<file path="config.mk">
export PLATFORM = sky130hd
export DESIGN_NAME = mac_tcdm_arbiter
export DESIGN_NICKNAME = d
export VERILOG_FILES = /design/src/rtl/mac_package.sv /design/src/rtl/mac_arb_id_fifo.sv /design/src/rtl/mac_tcdm_arbiter.sv
export SDC_FILE = /design/constraint.sdc
export NUM_CORES = 1
export LEC_CHECK = 0
export BUFFER_PORTS_ARGS = -buffer_cell sky130_fd_sc_hd__buf_2
export CAP_MARGIN = 5
export CORE_AREA = 2 2 169 171
export DETAILED_ROUTE_END_ITERATION = 16
export DIE_AREA = 0 0 171 173
export RECOVER_POWER = 100
export SETUP_SLACK_MARGIN = 0.3
export SYNTH_ARGS = -nofsm -noshare
export SYNTH_HDL_FRONTEND = slang
export SYNTH_HIERARCHICAL = 1
export SYNTH_SLANG_ARGS = --single-unit
</file>
<file path="constraint.sdc">
create_clock -name clk_i -period 2.45 [get_ports clk_i]
set_input_delay 0.3675 -clock clk_i [delete_from_list [all_inputs] [get_ports clk_i]]
set_output_delay 0.3675 -clock clk_i [all_outputs]
set_load 0.01 [all_outputs]
</file>
<file path="src/rtl/mac_package.sv">
`default_nettype none
// ============================================================================
// Module   : mac_package
// Purpose  : Shared constants and types for the MAC TCDM arbiter.
//            MAC_ARB_NR   - default number of requester ports
//            MAC_ARB_IDW  - width of a requester index
//            mac_arb_id_t - requester ID as stored in the outstanding FIFO
// Revision : 1.0 - initial release
// ============================================================================
package mac_package;

    localparam int MAC_ARB_NR  = 4;
    localparam int MAC_ARB_IDW = (MAC_ARB_NR > 1) ? $clog2(MAC_ARB_NR) : 1;

    typedef logic [MAC_ARB_IDW-1:0] mac_arb_id_t;

endpackage
`default_nettype wire

</file>
<file path="src/rtl/mac_arb_id_fifo.sv">
`default_nettype none
// ============================================================================
// Module   : mac_arb_id_fifo
// Purpose  : Small FIFO of requester IDs for granted transactions that are
//            still waiting for their response.
// Ports    : clk_i, rst_i (sync, active-high), clear_i (sync soft clear)
//            push_i / data_i  - enqueue (ignored while full)
//            pop_i  / data_o  - dequeue head (ignored while empty)
//            full_o, empty_o, count_o - registered occupancy status
// Revision : 1.0 - initial release
// ============================================================================
module mac_arb_id_fifo #(
    parameter int FD    = 4,
    parameter int WIDTH = 2
) (
    input  logic                   clk_i,
    input  logic                   rst_i,
    input  logic                   clear_i,
    input  logic                   push_i,
    input  logic                   pop_i,
    input  logic [WIDTH-1:0]       data_i,
    output logic [WIDTH-1:0]       data_o,
    output logic                   full_o,
    output logic                   empty_o,
    output logic [$clog2(FD):0]    count_o
);

    localparam int c_PW = $clog2(FD);
    localparam int c_CW = $clog2(FD) + 1;

    logic [WIDTH-1:0] r_mem [FD];
    logic [c_PW-1:0]  r_wptr;
    logic [c_PW-1:0]  r_rptr;
    logic [c_CW-1:0]  r_count;
    logic             w_push;
    logic             w_pop;

    // Full blocks a push even when a pop happens the same cycle (no bypass).
    assign w_push = push_i & ~full_o;
    assign w_pop  = pop_i  & ~empty_o;

    assign full_o  = (r_count == c_CW'(FD));
    assign empty_o = (r_count == '0);
    assign count_o = r_count;
    assign data_o  = r_mem[r_rptr];

    // Storage needs no reset: pointers and count define validity.
    always_ff @(posedge clk_i) begin
        if (w_push) begin
            r_mem[r_wptr] <= data_i;
        end
    end

    always_ff @(posedge clk_i) begin
        if (rst_i || clear_i) begin
            r_wptr  <= '0;
            r_rptr  <= '0;
            r_count <= '0;
        end else begin
            if (w_push) begin
                r_wptr <= r_wptr + 1'b1;
            end
            if (w_pop) begin
                r_rptr <= r_rptr + 1'b1;
            end
            if (w_push && !w_pop) begin
                r_count <= r_count + 1'b1;
            end else if (!w_push && w_pop) begin
                r_count <= r_count - 1'b1;
            end
        end
    end

endmodule
`default_nettype wire

</file>
<file path="src/rtl/mac_tcdm_arbiter.sv">
`default_nettype none
// ============================================================================
// Module   : mac_tcdm_arbiter
// Purpose  : Round-robin arbiter of NR requester streams onto one TCDM master
//            port, with in-order response routing via an outstanding-ID FIFO.
// Ports    : clk_i, rst_i (sync, active-high), clear_i (sync soft clear),
//            enable_i (arbitration enable)
//            requester side: req_i, gnt_o, add_i, wen_i, be_i, data_i,
//                            r_data_o (shared), r_valid_o (one-hot)
//            master side   : req_o, gnt_i, add_o, wen_o, be_o, data_o,
//                            r_data_i, r_valid_i
//            status        : busy_o, outstanding_o, err_o (sticky)
// Revision : 1.0 - initial release
// ============================================================================
module mac_tcdm_arbiter
    import mac_package::*;
#(
    parameter int NR = MAC_ARB_NR,
    parameter int AW = 32,
    parameter int DW = 32,
    parameter int FD = 4
) (
    input  logic                       clk_i,
    input  logic                       rst_i,
    input  logic                       clear_i,
    input  logic                       enable_i,
    input  logic [NR-1:0]              req_i,
    output logic [NR-1:0]              gnt_o,
    input  logic [NR-1:0][AW-1:0]      add_i,
    input  logic [NR-1:0]              wen_i,
    input  logic [NR-1:0][DW/8-1:0]    be_i,
    input  logic [NR-1:0][DW-1:0]      data_i,
    output logic [DW-1:0]              r_data_o,
    output logic [NR-1:0]              r_valid_o,
    output logic                       req_o,
    input  logic                       gnt_i,
    output logic [AW-1:0]              add_o,
    output logic                       wen_o,
    output logic [DW/8-1:0]            be_o,
    output logic [DW-1:0]              data_o,
    input  logic [DW-1:0]              r_data_i,
    input  logic                       r_valid_i,
    output logic                       busy_o,
    output logic [$clog2(FD):0]        outstanding_o,
    output logic                       err_o
);

    localparam int c_IDW = (NR > 1) ? $clog2(NR) : 1;

    logic [c_IDW-1:0]     r_ptr;
    logic                 r_err;
    logic [c_IDW-1:0]     w_win;
    logic                 w_any;
    int                   w_idx;
    logic                 w_hs;
    logic                 w_pop;
    logic                 w_full;
    logic                 w_empty;
    logic [c_IDW-1:0]     w_head;

    // Scan from the pointer, wrapping modulo NR; first requester wins.
    always_comb begin
        w_win = '0;
        w_any = 1'b0;
        w_idx = 0;
        for (int k = 0; k < NR; k++) begin
            w_idx = int'(r_ptr) + k;
            if (w_idx >= NR) begin
                w_idx = w_idx - NR;
            end
            if (!w_any && req_i[w_idx[c_IDW-1:0]]) begin
                w_any = 1'b1;
                w_win = w_idx[c_IDW-1:0];
            end
        end
    end

    // Only the registered full flag gates the request, so responses never
    // reach req_o combinationally.
    assign req_o  = enable_i & w_any & ~w_full;
    assign w_hs   = req_o & gnt_i;

    assign add_o  = w_any ? add_i[w_win]  : '0;
    assign wen_o  = w_any ? wen_i[w_win]  : 1'b0;
    assign be_o   = w_any ? be_i[w_win]   : '0;
    assign data_o = w_any ? data_i[w_win] : '0;

    always_comb begin
        gnt_o = '0;
        if (w_hs) begin
            gnt_o[w_win] = 1'b1;
        end
    end

    always_ff @(posedge clk_i) begin
        if (rst_i || clear_i) begin
            r_ptr <= '0;
        end else if (w_hs) begin
            if (w_win == c_IDW'(NR - 1)) begin
                r_ptr <= '0;
            end else begin
                r_ptr <= w_win + 1'b1;
            end
        end
    end

    mac_arb_id_fifo #(
        .FD    (FD),
        .WIDTH (c_IDW)
    ) u_id_fifo (
        .clk_i   (clk_i),
        .rst_i   (rst_i),
        .clear_i (clear_i),
        .push_i  (w_hs),
        .pop_i   (w_pop),
        .data_i  (w_win),
        .data_o  (w_head),
        .full_o  (w_full),
        .empty_o (w_empty),
        .count_o (outstanding_o)
    );

    // Responses are routed regardless of enable_i.
    assign w_pop    = r_valid_i & ~w_empty;
    assign r_data_o = r_data_i;

    always_comb begin
        r_valid_o = '0;
        if (w_pop) begin
            r_valid_o[w_head] = 1'b1;
        end
    end

    // A response with nothing outstanding is a protocol error; held until cleared.
    always_ff @(posedge clk_i) begin
        if (rst_i || clear_i) begin
            r_err <= 1'b0;
        end else if (r_valid_i && w_empty) begin
            r_err <= 1'b1;
        end
    end

    assign err_o  = r_err;
    assign busy_o = ~w_empty | req_o;

endmodule
`default_nettype wire

</file>
Word-level counts from Yosys, hierarchy flattened
Memories as Yosys holds them, arrays and structs flattened. A register that Yosys moved wholly into a read port is not among the register bits.
Cells that the tools add are included.

storage, ports and cells
  register bits after elaboration = 10
  RAM bits = 8
  output and inout bits = 115
  logic and storage cells = 102
  memories kept = 1

cells by class
  $add $sub $neg = 12
  $lt $le $gt $ge = 12
  eq/ne operators = 2
  muxes and demuxes = 45
  bitwise gates (word level) = 9
  reductions and logical operators = 16

memory list
  name             depth  bits a word  rd ports  clocked after Yosys merged registers in  wr ports  line                   RTL
  u_id_fifo.r_mem  4      2            1         1                                        1         mac_arb_id_fifo.sv:31  logic [WIDTH-1:0] r_mem [FD];

operators with widths
  operator               count
  $bmux W32 S2           2
  $mux W32               4
  $mux W2                11
  $lt A2 B3 Y1 const B   6
  $mux W4                4
  $mux W1                14
  $bmux W1 S2            5
  $ge A3 B3 Y1 const B   3
  $bmux W4 S2            1
  $logic_and A1 B1 Y1    8
  $sub A2 B1 Y2 const B  4
  $add A2 B1 Y2 const B  3
  $add A2 B2 Y3 const B  2
  $and A1 B1 Y1          6
  $mux W3                2
  $logic_not A1 Y1       5
  $demux W1 S2           2
  $ge A2 B1 Y1 const B   2
  $add A2 B1 Y3 const B  1
  $add A3 B1 Y3 const B  1
  $eq A3 B3 Y1 const B   1
  $ge A2 B3 Y1 const B   1
  $logic_not A3 Y1       1
  $sub A3 B1 Y3 const B  1
  5 further kinds        6

Depth between registers and ports, before layout
  depth in word-level cells = 22
  gate-level depth with buffers = 14
  mapped depth without buffers = 12

Cells and area by module
The synthesis kept the hierarchy.

modules (own cells, without submodules)
  module            instances  cells an instance  area each (um2)
  mac_tcdm_arbiter  1          314                2583.7
  mac_arb_id_fifo   1          60                 773.2

Least setup slack after synthesis
OpenSTA, ideal clock, no wires.

  path type = register to register
  start = register u_id_fifo.r_count[0], in the netlist u_id_fifo/count_o[0]
  end = register u_id_fifo.r_count[2], in the netlist u_id_fifo/count_o[2]
  setup time = 70 ps
  arrival = 2589 ps
  data required time = 2380 ps
  path slack = -209 ps
  cell stages (with the launch flop) = 15
  buffers on the path = 2
  clock period less this slack = 2659 ps
  cell sequence = dfxtp_1 or3b_1 buf_6 inv_1 inv_1 o311a_4 and2_4 buf_6 and2_4 ha_1 inv_1 fa_1 xor2_1 or3_1 a21oi_1

between the ends
  cells in the longest elaborated chain, start to end = 8
  elaborated cells on any way between the ends = 18
  classes of those cells = 2 x add/sub; 1 x eq/ne; 2 x mux; 7 x bitwise; 6 x reduce/logical

ends and longest elaborated chain
  element                              line                    RTL
  start, declared                      mac_arb_id_fifo.sv:34   logic [c_CW-1:0] r_count;
  start signal, assigned               mac_arb_id_fifo.sv:67   r_count <= r_count + 1'b1;
  start signal, assigned               mac_arb_id_fifo.sv:69   r_count <= r_count - 1'b1;
  $eq A3 B3 Y1 (*)                     mac_arb_id_fifo.sv:42   assign full_o = (r_count == c_CW'(FD));
  net w_full                           mac_tcdm_arbiter.sv:57  logic w_full;
  $not A1 Y1 (*)                       mac_tcdm_arbiter.sv:80  assign req_o = enable_i & w_any & ~w_full;
  $and A1 B1 Y1 (*)                    mac_tcdm_arbiter.sv:80
  net req_o                            mac_tcdm_arbiter.sv:35  output logic req_o,
  $and A1 B1 Y1 (*)                    mac_tcdm_arbiter.sv:81  assign w_hs = req_o & gnt_i;
  net w_hs                             mac_tcdm_arbiter.sv:55  logic w_hs;
  $and A1 B1 Y1 (*)                    mac_arb_id_fifo.sv:39   assign w_push = push_i & ~full_o;
  net u_id_fifo.w_push                 mac_arb_id_fifo.sv:35   logic w_push;
  $logic_not A1 Y1                     mac_arb_id_fifo.sv:68   end else if (!w_push && w_pop) begin
  $logic_and A1 B1 Y1                  mac_arb_id_fifo.sv:68
  $reduce_bool A2 Y1 (no source line)  n/a

Mark *: on every way through the listed nets, which the timed path passes. The rest lies on a longest branch. The select of a mux whose other input is x is not followed.
A chain may end at the register's enable or synchronous reset.

Worst setup path in the final report
  start = register r_ptr[0]
  end = output add_o[29]

between the ends
  cells in the longest elaborated chain, start to end = 17
  elaborated cells on any way between the ends = 40
  classes of those cells = 7 x add/sub; 4 x order compare; 23 x mux; 6 x reduce/logical

ends and longest elaborated chain
  element                                                 line                     RTL
  start, declared                                         mac_tcdm_arbiter.sv:50   logic [c_IDW-1:0] r_ptr;
  start signal, assigned                                  mac_tcdm_arbiter.sv:102  r_ptr <= w_win + 1'b1;
  branches (longest 16 deep; another with $add A2 B1 Y3)  n/a
  $mux W32 (*)                                            mac_tcdm_arbiter.sv:83   assign add_o = w_any ? add_i[w_win] : '0;
  end, declared                                           mac_tcdm_arbiter.sv:37   output logic [AW-1:0] add_o,

Mark *: on every way between the ends. The select of a mux whose other input is x is not followed.

==> run_results.csv <==
group,metric,value,unit
yosys,yosysTopAreaCellShare,41.7,%
routing,wl,16800,µm
sta,fmax,426,MHz
setup_path,cp_top_family,"buffers and inverters",
clocking,clock_latency,0.26,ns
setup_path,required,2.08,ns
yosys,synth.area.top_cells,"mux2i_1 42%, o22ai_1 13%, buf_4 9.6%",
clocking,numCtsBuffers,3,
min_path,hp-class,"in -> reg",
floorplan,rows,61,
floorplan,pin_count,433,
place,portBuffers,368,
routing,dr.pass1.iters,4,
yosys,yosysWarnings,6,
finish,area_delta_synth_final,91.8,%
finish,nFillCells,3091,
finish,antenna_cells,0,
setup_path,r2r_slack,0.14,ns
floorplan,die_height,173,µm
global_route,grt_pass1_vias,4135,
power,p_leak,2.92,nW
yosys,synth_xor_area_share,1.04,%
power,switching_share,37.4,%
yosys,synth_compound_area_share,16.7,%
power,power_switching,0.778,mW
setup_path,end_kind,"output pin",
finish,layout_commonest_cell,"buf_2",
yosys,seq_area_frac_synth,14.3,%
clocking,clkTransAtPathRegs,0.06,ns
yosys,yosysTopAreaCell,"mux2i_1",
setup_path,max_stage_delay,0.36,ns
yosys,synth_flop_cell,"dfxtp_1",
setup_path,cp_common_cell,"buf_12",
clocking,cts_tree,"yes",
yosys,synth_edf_count,8,
yosys,synth_adder_area_share,3.95,%
clocking,cts-hold-fix-buffers,0,
sta,slew_headroom,57.6,%
setup_path,crit_chain,"nor2b_4 > nor2_4 > a2bb2oi_4 > buf_12 > buf_16 > buf_12 > clkbuf_16 > mux2i_1 > o22ai_1 > clkbuf_1",
yosys,synth_top_family_by_area,"multiplexers",
setup_path,worst-path-buf-inv,5,
finish,multi_input_area,0.00263,mm²
power,clockPowerShare,16.5,%
yosys,ys_ff_latch,20,
routing,postRouteAntennaNets,0,
yosys,synthesis.instances,374,
yosys,synth_cell_types,41,
power,power.internal,1.30,mW
sta,fin_crit_sh,95.8,%
yosys,synth.cell_area,0.00336,mm²
floorplan,fp.dieW,171,µm
setup_path,cp-start-kind,"flip-flop",
finish,instances_no_fill,1121,
setup_path,worst_ep_arrival_time,1.98,ns
routing,drt-wirelength-per-cell,14.9,µm
routing,num_vias,4472,
power,ir_drop,0.188,mV
sta,fin_tns_setup,0,ns
power,p_seq_share,17.3,%
clocking,cts.path.max_buffers,2,
sta,setup-violations-final,0,
finish,final_cell_mix,"312 x buf_2, 122 x mux2i_1, 65 x o22ai_1",
clocking,h-tree-depth,1,
sta,rsz0062_at_grt,"true",
setup_path,crit_fanout,5,
sta,period_needed,2.35,ns
global_route,antenna_found_initial,0,
routing,drc,0,
setup_path,critical_path_class,"reg -> out",
yosys,yosys.area_share.simple,7.34,%
power,pwr-share-comb,66.2,%
sta,skew,0.00305,ns
global_route,grt_overflow,0,
place,gp_congestion,0.776,
setup_path,critPathSlowestCell,"dfxtp_4",
sta,tightestPinTransition,0.631,ns
finish,seqCellArea,497,µm²
place,hpwl,12300,µm
clocking,clock-sinks,20,
finish,nets,1072,
place,dp_cells,1083,
global_route,grt_pass1_wl,22500,µm
outcome,status,"finished, final reports clean",
routing,via_per_inst,3.99,
power,powerDensity,323,mW/mm²
routing,drt_iter0_markers,118,
sta,hold_slack,0.368,ns
floorplan,core_area,0.0276,mm²
global_route,gr-usage-all-layers,9.69,%
yosys,synth_fp_nets,702,
clocking,cts_root_buffer,"clkbuf_16",
sta,slew_viol_final,0,
global_route,grt_max_degree,38,
yosys,synthMuxAreaShare,43.1,%
power,total_power,2.08,mW
yosys,synthArstFlopShare,0,%
floorplan,dieArea,0.0296,mm²
run,maxCapViolCount,0,
yosys,syn_area_per_cell,8.98,µm²
finish,layout-drive-gt1-share,58.4,%
floorplan,start_util,12.2,%
sta,final_hold_viol_count,0,
-- layer usage --
metal / GRT usage [%] / wire length [µm]
met5: 0 / 0
met4: 1.41 / 180
met3: 2.20 / 1410
met2: 17.5 / 8260
met1: 11.8 / 6910
-- power by group through the flow --
stage,logic (mW),registers (mW),clock network [mW]
after floorplan,0.646,0.369,0
after global placement,1.12,0.369,0
after detailed placement,1.13,0.369,0
after CTS,1.32,0.360,0.352
after global routing,1.47,0.362,0.368
final,1.38,0.361,0.344
-- cells in the mapped netlist, drive strengths merged (2+ instances only) --
master / number
nand2: 3
buf: 51
o22ai: 69
nor3: 4
mux2i: 140
and2: 2
dfxtp: 12
nor2: 12
a21oi: 6
edfxtp: 8
nor2b: 4
and3: 9
inv: 8
clkbuf: 13
o31ai: 2
ha: 9
mux4: 2
xor2: 4
or2: 2
-- worst paths after layout --
kind                                      startpoint                    to  depth (start not counted)
worst max register to register  u_id_fifo/count_o[2]  u_id_fifo/count_o[2]                         12
worst min-delay path                         clear_i                 err_o                          2
worst max-delay path                        r_ptr[0]             add_o[29]                         10
worst min register to register                 err_o                 err_o                          2
-- flip-flops by register name, indices dropped and copies added, names as in the netlist, named ones only --
signal,flops
u_id_fifo/r_mem,8
u_id_fifo/count_o,3
r_ptr,2
u_id_fifo/r_rptr,2
u_id_fifo/r_wptr,2
err_o,1
-- final cells by class --
cell class / instances / area share (%)
Inverter: 8 / 0.544
Tap cell: 378 / 7.35
Multi-Input combinational cell: 282 / 40.8
Clock buffer: 4 / 1.22
Timing Repair Buffer: 429 / 42.4
Sequential cell: 20 / 7.72
-- stage by stage --
stage | setup WS, ns | instance area (µm²) | utilization (%)
final | 0.102 | 6440 | 23.3
after global routing | 0.0199 | 6440 | 23.3
after global placement | 0.0713 | 5580 | 20.2
after floorplan | 0.0275 | 3380 | -
after CTS | 0.0931 | 6220 | 22.5
after detailed placement | 0.0457 | 5580 | 20.2
-- what timing repair did --
item	in CTS	in global routing
setup buffers	16	5
resized for setup	51	51
pin swaps	8	37
cloned	7	6
endpoints found under the setup margin	75	76
-- cells by family (layout without fill, tap and decap cells) --
| logic type | Yosys count | in the layout |
|---|---|---|
| muxes | 142 | 142 |
| DFF | 20 | 20 |
| AOI/OAI and AO/OA | 83 | 83 |
| adders and majority gates | 10 | 10 |
| buffers and inverters | 72 | 441 |
| xor gates and xnor gates | 4 | 4 |
| and+or+nand+nor | 43 | 43 |
No activity file was read; power rests on OpenSTA's default activity.
